==> src/rtl/pipeline_adder_pkg.sv <==
// Shared defaults and types for the pipeline_adder datapath family.
// The divisibility check is evaluated here for the defaults and again per instance.
package pipeline_adder_pkg;

    localparam int WIDTH  = 64;
    localparam int STAGES = 4;
    localparam int SW     = WIDTH / STAGES;

    typedef logic [SW-1:0] slice_t;

    function automatic bit stages_divide(input int w, input int s);
        return (s > 0) && ((w % s) == 0);
    endfunction

    localparam bit DEFAULTS_OK = stages_divide(WIDTH, STAGES);

endpackage

==> src/rtl/sub_slice.sv <==
// Combinational ripple-borrow subtractor for one pipeline slice: d = a - b - bin.
module sub_slice #(
    parameter int SW = 16
) (
    input  logic [SW-1:0] a,
    input  logic [SW-1:0] b,
    input  logic          bin,
    output logic [SW-1:0] d,
    output logic          bout
);

    logic w_brw;

    // Borrow ripples from bit 0 upward; a bit borrows when a<b, or a==b with a pending borrow.
    always_comb begin
        w_brw = bin;
        d     = '0;
        for (int i = 0; i < SW; i++) begin
            d[i]  = a[i] ^ b[i] ^ w_brw;
            w_brw = (~a[i] & b[i]) | (~(a[i] ^ b[i]) & w_brw);
        end
        bout = w_brw;
    end

endmodule

==> src/rtl/pipeline_subtractor.sv <==
// Pipelined unsigned subtractor: diff = a - b - bin with borrow-out, one slice per stage,
// valid/ready handshake with a single global advance enable.
module pipeline_subtractor #(
    parameter int WIDTH  = pipeline_adder_pkg::WIDTH,
    parameter int STAGES = pipeline_adder_pkg::STAGES
) (
    input  logic             clk,
    input  logic             rst,
    input  logic             in_valid,
    output logic             in_ready,
    input  logic [WIDTH-1:0] a,
    input  logic [WIDTH-1:0] b,
    input  logic             bin,
    output logic             out_valid,
    input  logic             out_ready,
    output logic [WIDTH-1:0] diff,
    output logic             bout
);

    import pipeline_adder_pkg::*;

    localparam int SW = WIDTH / STAGES;

    if (!stages_divide(WIDTH, STAGES) || !DEFAULTS_OK) begin : g_cfg_check
        $error("pipeline_subtractor: WIDTH must be a multiple of STAGES");
    end

    logic w_adv;

    assign w_adv    = !out_valid || out_ready;
    assign in_ready = w_adv;

    for (genvar k = 0; k < STAGES; k++) begin : g_stage
        logic [SW-1:0]         w_a;
        logic [SW-1:0]         w_b;
        logic                  w_bi;
        logic [SW-1:0]         w_d;
        logic                  w_bo;
        logic                  w_vld_in;
        logic [(k+1)*SW-1:0]   w_d_all;
        logic [(k+1)*SW-1:0]   r_d;
        logic                  r_bout;
        logic                  r_vld;

        if (k == 0) begin : g_head
            assign w_a      = a[SW-1:0];
            assign w_b      = b[SW-1:0];
            assign w_bi     = bin;
            assign w_vld_in = in_valid;
            assign w_d_all  = w_d;
        end else begin : g_body
            assign w_a      = g_stage[k-1].g_fwd.r_a[SW-1:0];
            assign w_b      = g_stage[k-1].g_fwd.r_b[SW-1:0];
            assign w_bi     = g_stage[k-1].r_bout;
            assign w_vld_in = g_stage[k-1].r_vld;
            assign w_d_all  = {w_d, g_stage[k-1].r_d};
        end

        sub_slice #(.SW(SW)) u_sub (
            .a    (w_a),
            .b    (w_b),
            .bin  (w_bi),
            .d    (w_d),
            .bout (w_bo)
        );

        // Result slices computed so far, running borrow and valid bit.
        always_ff @(posedge clk or posedge rst) begin
            if (rst) begin
                r_d    <= '0;
                r_bout <= 1'b0;
                r_vld  <= 1'b0;
            end else if (w_adv) begin
                r_d    <= w_d_all;
                r_bout <= w_bo;
                r_vld  <= w_vld_in;
            end
        end

        // Operand bits above this slice travel alongside until their own stage.
        if (k < STAGES - 1) begin : g_fwd
            localparam int RW = WIDTH - (k + 1) * SW;
            logic [RW-1:0] w_a_up;
            logic [RW-1:0] w_b_up;
            logic [RW-1:0] r_a;
            logic [RW-1:0] r_b;

            if (k == 0) begin : g_src_in
                assign w_a_up = a[WIDTH-1:SW];
                assign w_b_up = b[WIDTH-1:SW];
            end else begin : g_src_reg
                assign w_a_up = g_stage[k-1].g_fwd.r_a[WIDTH-k*SW-1:SW];
                assign w_b_up = g_stage[k-1].g_fwd.r_b[WIDTH-k*SW-1:SW];
            end

            // Pending upper operand slices.
            always_ff @(posedge clk or posedge rst) begin
                if (rst) begin
                    r_a <= '0;
                    r_b <= '0;
                end else if (w_adv) begin
                    r_a <= w_a_up;
                    r_b <= w_b_up;
                end
            end
        end
    end

    assign out_valid = g_stage[STAGES-1].r_vld;
    assign diff      = g_stage[STAGES-1].r_d;
    assign bout      = g_stage[STAGES-1].r_bout;

endmodule
==> config.mk <==
export PLATFORM = sky130hd
export DESIGN_NAME = pipeline_subtractor
export DESIGN_NICKNAME = d
export VERILOG_FILES = /design/src/rtl/pipeline_adder_pkg.sv /design/src/rtl/sub_slice.sv /design/src/rtl/pipeline_subtractor.sv
export SDC_FILE = /design/constraint.sdc
export NUM_CORES = 1
export LEC_CHECK = 0
export ABC_AREA = 1
export BUFFER_PORTS_ARGS = -buffer_cell sky130_fd_sc_hd__buf_4
export CAP_MARGIN = 15
export CORE_ASPECT_RATIO = 0.7
export CORE_MARGIN = 3
export CORE_UTILIZATION = 35
export CTS_CLUSTER_DIAMETER = 120
export DETAILED_ROUTE_END_ITERATION = 7
export GPL_ROUTABILITY_DRIVEN = 0
export PLACE_DENSITY = 0.65
export SKIP_LAST_GASP = 1
export SLEW_MARGIN = 10
export SYNTH_ARGS = -nofsm -noshare
export SYNTH_HDL_FRONTEND = slang
export SYNTH_SLANG_ARGS = --single-unit
export TNS_END_PERCENT = 30
==> constraint.sdc <==
create_clock -name clk -period 13.8 [get_ports clk]
set_input_delay 2.76 -clock clk [delete_from_list [all_inputs] [get_ports clk]]
set_output_delay 2.76 -clock clk [all_outputs]
set_load 0.01 [all_outputs]
# Word level (Yosys, flattened, before mapping)
# Index checks and enable logic that the tools add are counted.
[word_totals] out_inout_bits=67 elab_cells=468 reg_bits=360 inputBits=133
[classes] reduce_logical=2 bitwise=448
[ops] op="$and 1x1->1" n=128
[ops] op="$not 1->1" n=128
[ops] op="$xor 1x1->1" n=128
[ops] op="$or 1x1->1" n=64
[ops] op="$logic_not 1->1" n=1
[ops] op="$logic_or 1x1->1" n=1

# Logic depth before layout (Yosys ltp)
[logic_depth] word_depth=34 mapped_depth=22 ltp_nobuf=22

# Modules after synthesis
# Synthesis repeated with hierarchy kept, for this count alone.
[hier_totals] cells_unflattened=1760 area_unflattened_um2=15987.8
[modules_own_cells] mod="pipeline_subtractor" cells_each=1560 seq_area_each_um2=9008.6 instances=1 area_per_inst_um2=14196.1
[modules_own_cells] mod="sub_slice" cells_each=50 seq_area_each_um2=0.0 instances=4 area_per_inst_um2=447.9

# Least setup slack after synthesis
# OpenSTA, ideal clock, no wires.
[synth_path] path_kind="input -> register" startpoint="input b[0]" endpoint="register g_stage[0].r_d[15]" path_slack_ns=4.827 t_arrival_ns=8.857 t_required_ns=13.683 path_stages=21 n_path_buf=0 setup_ns=0.117 path_cell_list="inv_1 fa_1 inv_1 fa_1 fa_1 fa_1 fa_1 fa_1 fa_1 fa_1 fa_1 fa_1 fa_1 fa_1 fa_1 fa_1 fa_1 inv_1 fa_1 nand2_1 nand2_1"
[synth_via] elab_chain_len=33 word_cells_on_any_way=34 classes_between="34 x bitwise"
[synth_rtl] element="start, declared" line="pipeline_subtractor.sv:12" source="input logic [WIDTH-1:0] b,"
[synth_rtl] element="$xor 1x1->1" line="sub_slice.sv:20" source="w_brw = (~a[i] & b[i]) | (~(a[i] ^ b[i]) & w_brw);"
[synth_rtl] element="$not 1->1" line="sub_slice.sv:20"
[synth_rtl] element="$and 1x1->1" line="sub_slice.sv:20"
[synth_rtl] element="$or 1x1->1 *" line="sub_slice.sv:20"
[synth_rtl] element="$and 1x1->1 *" line="sub_slice.sv:20"
[synth_rtl] element="$or 1x1->1 *" line="sub_slice.sv:20"
[synth_rtl] element="$and 1x1->1 *" line="sub_slice.sv:20"
[synth_rtl] element="$or 1x1->1 *" line="sub_slice.sv:20"
[synth_rtl] element="(+18 left out)"
[synth_rtl] element="$and 1x1->1 *" line="sub_slice.sv:20"
[synth_rtl] element="$or 1x1->1 *" line="sub_slice.sv:20"
[synth_rtl] element="$and 1x1->1 *" line="sub_slice.sv:20"
[synth_rtl] element="$or 1x1->1 *" line="sub_slice.sv:20"
[synth_rtl] element="$and 1x1->1 *" line="sub_slice.sv:20"
[synth_rtl] element="$or 1x1->1 *" line="sub_slice.sv:20"
[synth_rtl] element="$xor 1x1->1 *" line="sub_slice.sv:19" source="d[i] = a[i] ^ b[i] ^ w_brw;"
[synth_rtl] element="net g_stage[0].u_sub.d[15]" line="sub_slice.sv:8" source="output logic [SW-1:0] d,"
[synth_rtl] element="end signal, assigned" line="pipeline_subtractor.sv:74" source="r_d <= w_d_all;"
[synth_rtl] element="end, declared" line="pipeline_subtractor.sv:41" source="logic [(k+1)*SW-1:0] r_d;"
# The timed path passes the listed nets; every way through them passes the cells marked *.
# A chain may end at the register's enable or synchronous reset.

# Final worst setup path
# Ends and elaborated chain as after synthesis.

==> impl_metrics.json <==
{
  "dieArea_sq_um": 48300,
  "synth_xor_area_share_pct": 0,
  "setup_viol": 0,
  "worstPathMaxFanout": 1,
  "post-route-util_pct": 42.7,
  "core_region_area_sq_um": 44400,
  "r2r_start": "g_stage[0].r_bout",
  "hold_path_class": "flop to flop",
  "area_growth_pct": 18.7,
  "holdWs_ns": 0.461,
  "gr-usage-all-layers_pct": 14.7,
  "status": "completed",
  "pre_cts_ws_ns": 4.40,
  "reg2reg_slack_ns": 6.75,
  "post_drt_wl_per_cell_um": 14.2,
  "ys_async_sr_fraction_pct": 100,
  "die_h_um": 185,
  "start_util_pct": 36.0,
  "cts_tree": "done",
  "slew_headroom_pct": 19.7,
  "worst_ir_drop_vdd_mv": 0.128,
  "yosysUniqueCellTypes": 12,
  "rsz0062_at_grt": "false",
  "synth_top_area_share_pct": 56.4,
  "clk_path_buf_depth": 3,
  "final_cell_count_no_fill": 2511,
  "final_antenna_net_count": 0,
  "power_density_nw_per_um2": 230,
  "yosys.area.top_type": "dfrtp_1",
  "place_hpwl_um": 21500,
  "hold_buffers": 0,
  "clk_pin_slew_ns": 0.06,
  "seq_area_frac_synth_pct": 56.4,
  "cp.arrival_ns": 9.24,
  "synth_top_family_by_area": "simple AND/OR/NAND/NOR gates",
  "endpoint_kind": "flop",
  "skew_ns": 0.0236,
  "hold_viol_final": 0,
  "synth_edf_count": 0,
  "crit_path_start_kind": "primary input",
  "fp.dieW_um": 261,
  "hold-path-endpoint": "g_stage[2].g_fwd.r_a[11]",
  "tns_ns": 0,
  "power.leakage_nw": 10.2,
  "synth_ff_type": "dfrtp_1",
  "final_max_slew_viol_count": 0,
  "period_needed_ns": 8.83,
  "ctsRootBufferMaster": "clkbuf_16",
  "synth-compound-area-share_pct": 0,
  "synth-simple-area-share_pct": 28.3,
  "grt_max_degree": 236,
  "place_inst": 2442,
  "rows": 64,
  "portBuffers": 199,
  "yosysMostFrequentCell": "nand2_1",
  "worstPathRequired_ns": 14.21,
  "post_cts_resized": 0,
  "grt_pass1_wl_um": 59600,
  "num_antenna_cells": 0,
  "drv_cap": 0,
  "cts_buffers": 38,
  "muxShareOfSynthArea_pct": 0,
  "finalNetCount": 2085,
  "totalWireLength_um": 35700,
  "worstSkewPairLatency_ns": 0.53,
  "drive_gt1_share_pct": 14.0,
  "yosys_warnings": 0,
  "drc": 0,
  "ios": 200,
  "holdCritStartpoint": "g_stage[1].g_fwd.r_a[27]",
  "drt_pass1_iterations": 5,
  "crit_type": "primary input to flop",
  "syn-cell-area_sq_um": 16000,
  "max_clock_freq_ghz": 0.113,
  "netlist_top_cells_count": "nand2_1, dfrtp_1, nand3_1",
  "finalCritPeriodShare_pct": 64.0,
  "cts_setup_buffers": 0,
  "synth_cells": 1760,
  "drt_iter0_markers": 1062,
  "via_per_inst": 4.63,
  "antenna_found_initial": 0,
  "ys_seq_elements": 360,
  "syn_nets": 1957,
  "worst_pin_slew_ns": 1.20,
  "clock_sinks": 360,
  "reg2reg_depth": 21,
  "h-tree-depth": 2,
  "synth_fa_ha_area_share_pct": 8.02,
  "syn_avg_cell_area_sq_um": 9.08,
  "grt_pass1_vias": 11800,
  "via_count": 11600,
  "hold-path-cell-count": 2,
  "globalRouteOverflowTotal": 0,
  "synthTopCellsByArea": "dfrtp_1, nand2_1, nand3_1",
  "fin_ws_ns": 4.97,
  "r2r_end": "g_stage[1].r_d[31]"
}
[through the flow]
| step | total power (W) | area [sq um] |
|---|---|---|
| floorplan | 0.00288 | 16000 |
| global placement | 0.00331 | 17700 |
| detailed placement | 0.00336 | 17700 |
| CTS | 0.00444 | 19000 |
| global route | 0.00478 | 19000 |
| finish | 0.00437 | 19000 |
[power breakdown]
part           switching [W]  internal [W]
clock               0.000426      0.000623
combinational       0.000909      0.000601
sequential          0.000290       0.00152
[sequential cells by signal, summed over array words and instances (netlist names)]
| signal | cells |
|---|---|
| g_stage.r_vld | 3 |
| g_stage.g_fwd.r_a | 96 |
| g_stage.g_fwd.r_b | 96 |
| out_valid | 1 |
| bout | 1 |
| g_stage.r_bout | 3 |
| diff | 64 |
| g_stage.r_d | 96 |
[per-layer routing]
metal / track usage, % / wire [um]
met1: 21.9 / 17100
met5: 0 / 0
met3: 2.94 / 1790
met4: 2.81 / 497
met2: 22.5 / 16300
[kinds of logic after synthesis]
kind of cell,after synthesis
simple gates,1079
fa+ha+maj,64
buf+inv,257
flops,360
[placed cells by master, fill, tap and decap left out, drive strengths merged]
cell and count:
clkinvlp 1, clkbuf 58, nand2 720, bufinv 3, inv 138, nand3 359
fa 64, clkinv 8, buf 206, dfrtp 360
[worst max-delay path by stage]
stage	start	to	slack (ns)	cells past startpoint
finish	b[0]	g_stage[0].r_d[15]	4.97	22
global route	b[0]	g_stage[0].r_d[15]	4.69	22
CTS	bin	g_stage[0].r_d[15]	4.96	22
detailed placement	bin	g_stage[0].r_d[15]	4.40	22
global placement	b[0]	g_stage[0].r_d[15]	4.39	22
floorplan	rst	bout	1.05	1
[critical path, stage by stage]
cell,delay [ns]
buf_4,0.11
inv_1,0.06
fa_1,0.16
inv_1,0.05
fa_1,0.41
fa_1,0.40
fa_1,0.39
fa_1,0.39
fa_1,0.40
fa_1,0.39
fa_1,0.39
fa_1,0.39
fa_1,0.39
fa_1,0.40
fa_1,0.39
fa_1,0.39
fa_1,0.38
fa_1,0.37
inv_1,0.08
fa_1,0.40
nand2_1,0.07
nand2_1,0.06
[cell type report]
class,instances,area [sq um]
Fill cell,4404,25400
Multi-Input combinational cell,1143,5800
Clock inverter,11,155
Tap cell,594,743
Inverter,139,542
Sequential cell,360,9010
Timing Repair Buffer,206,1580
Clock buffer,58,1130
Power figures use the tool's default switching activity.
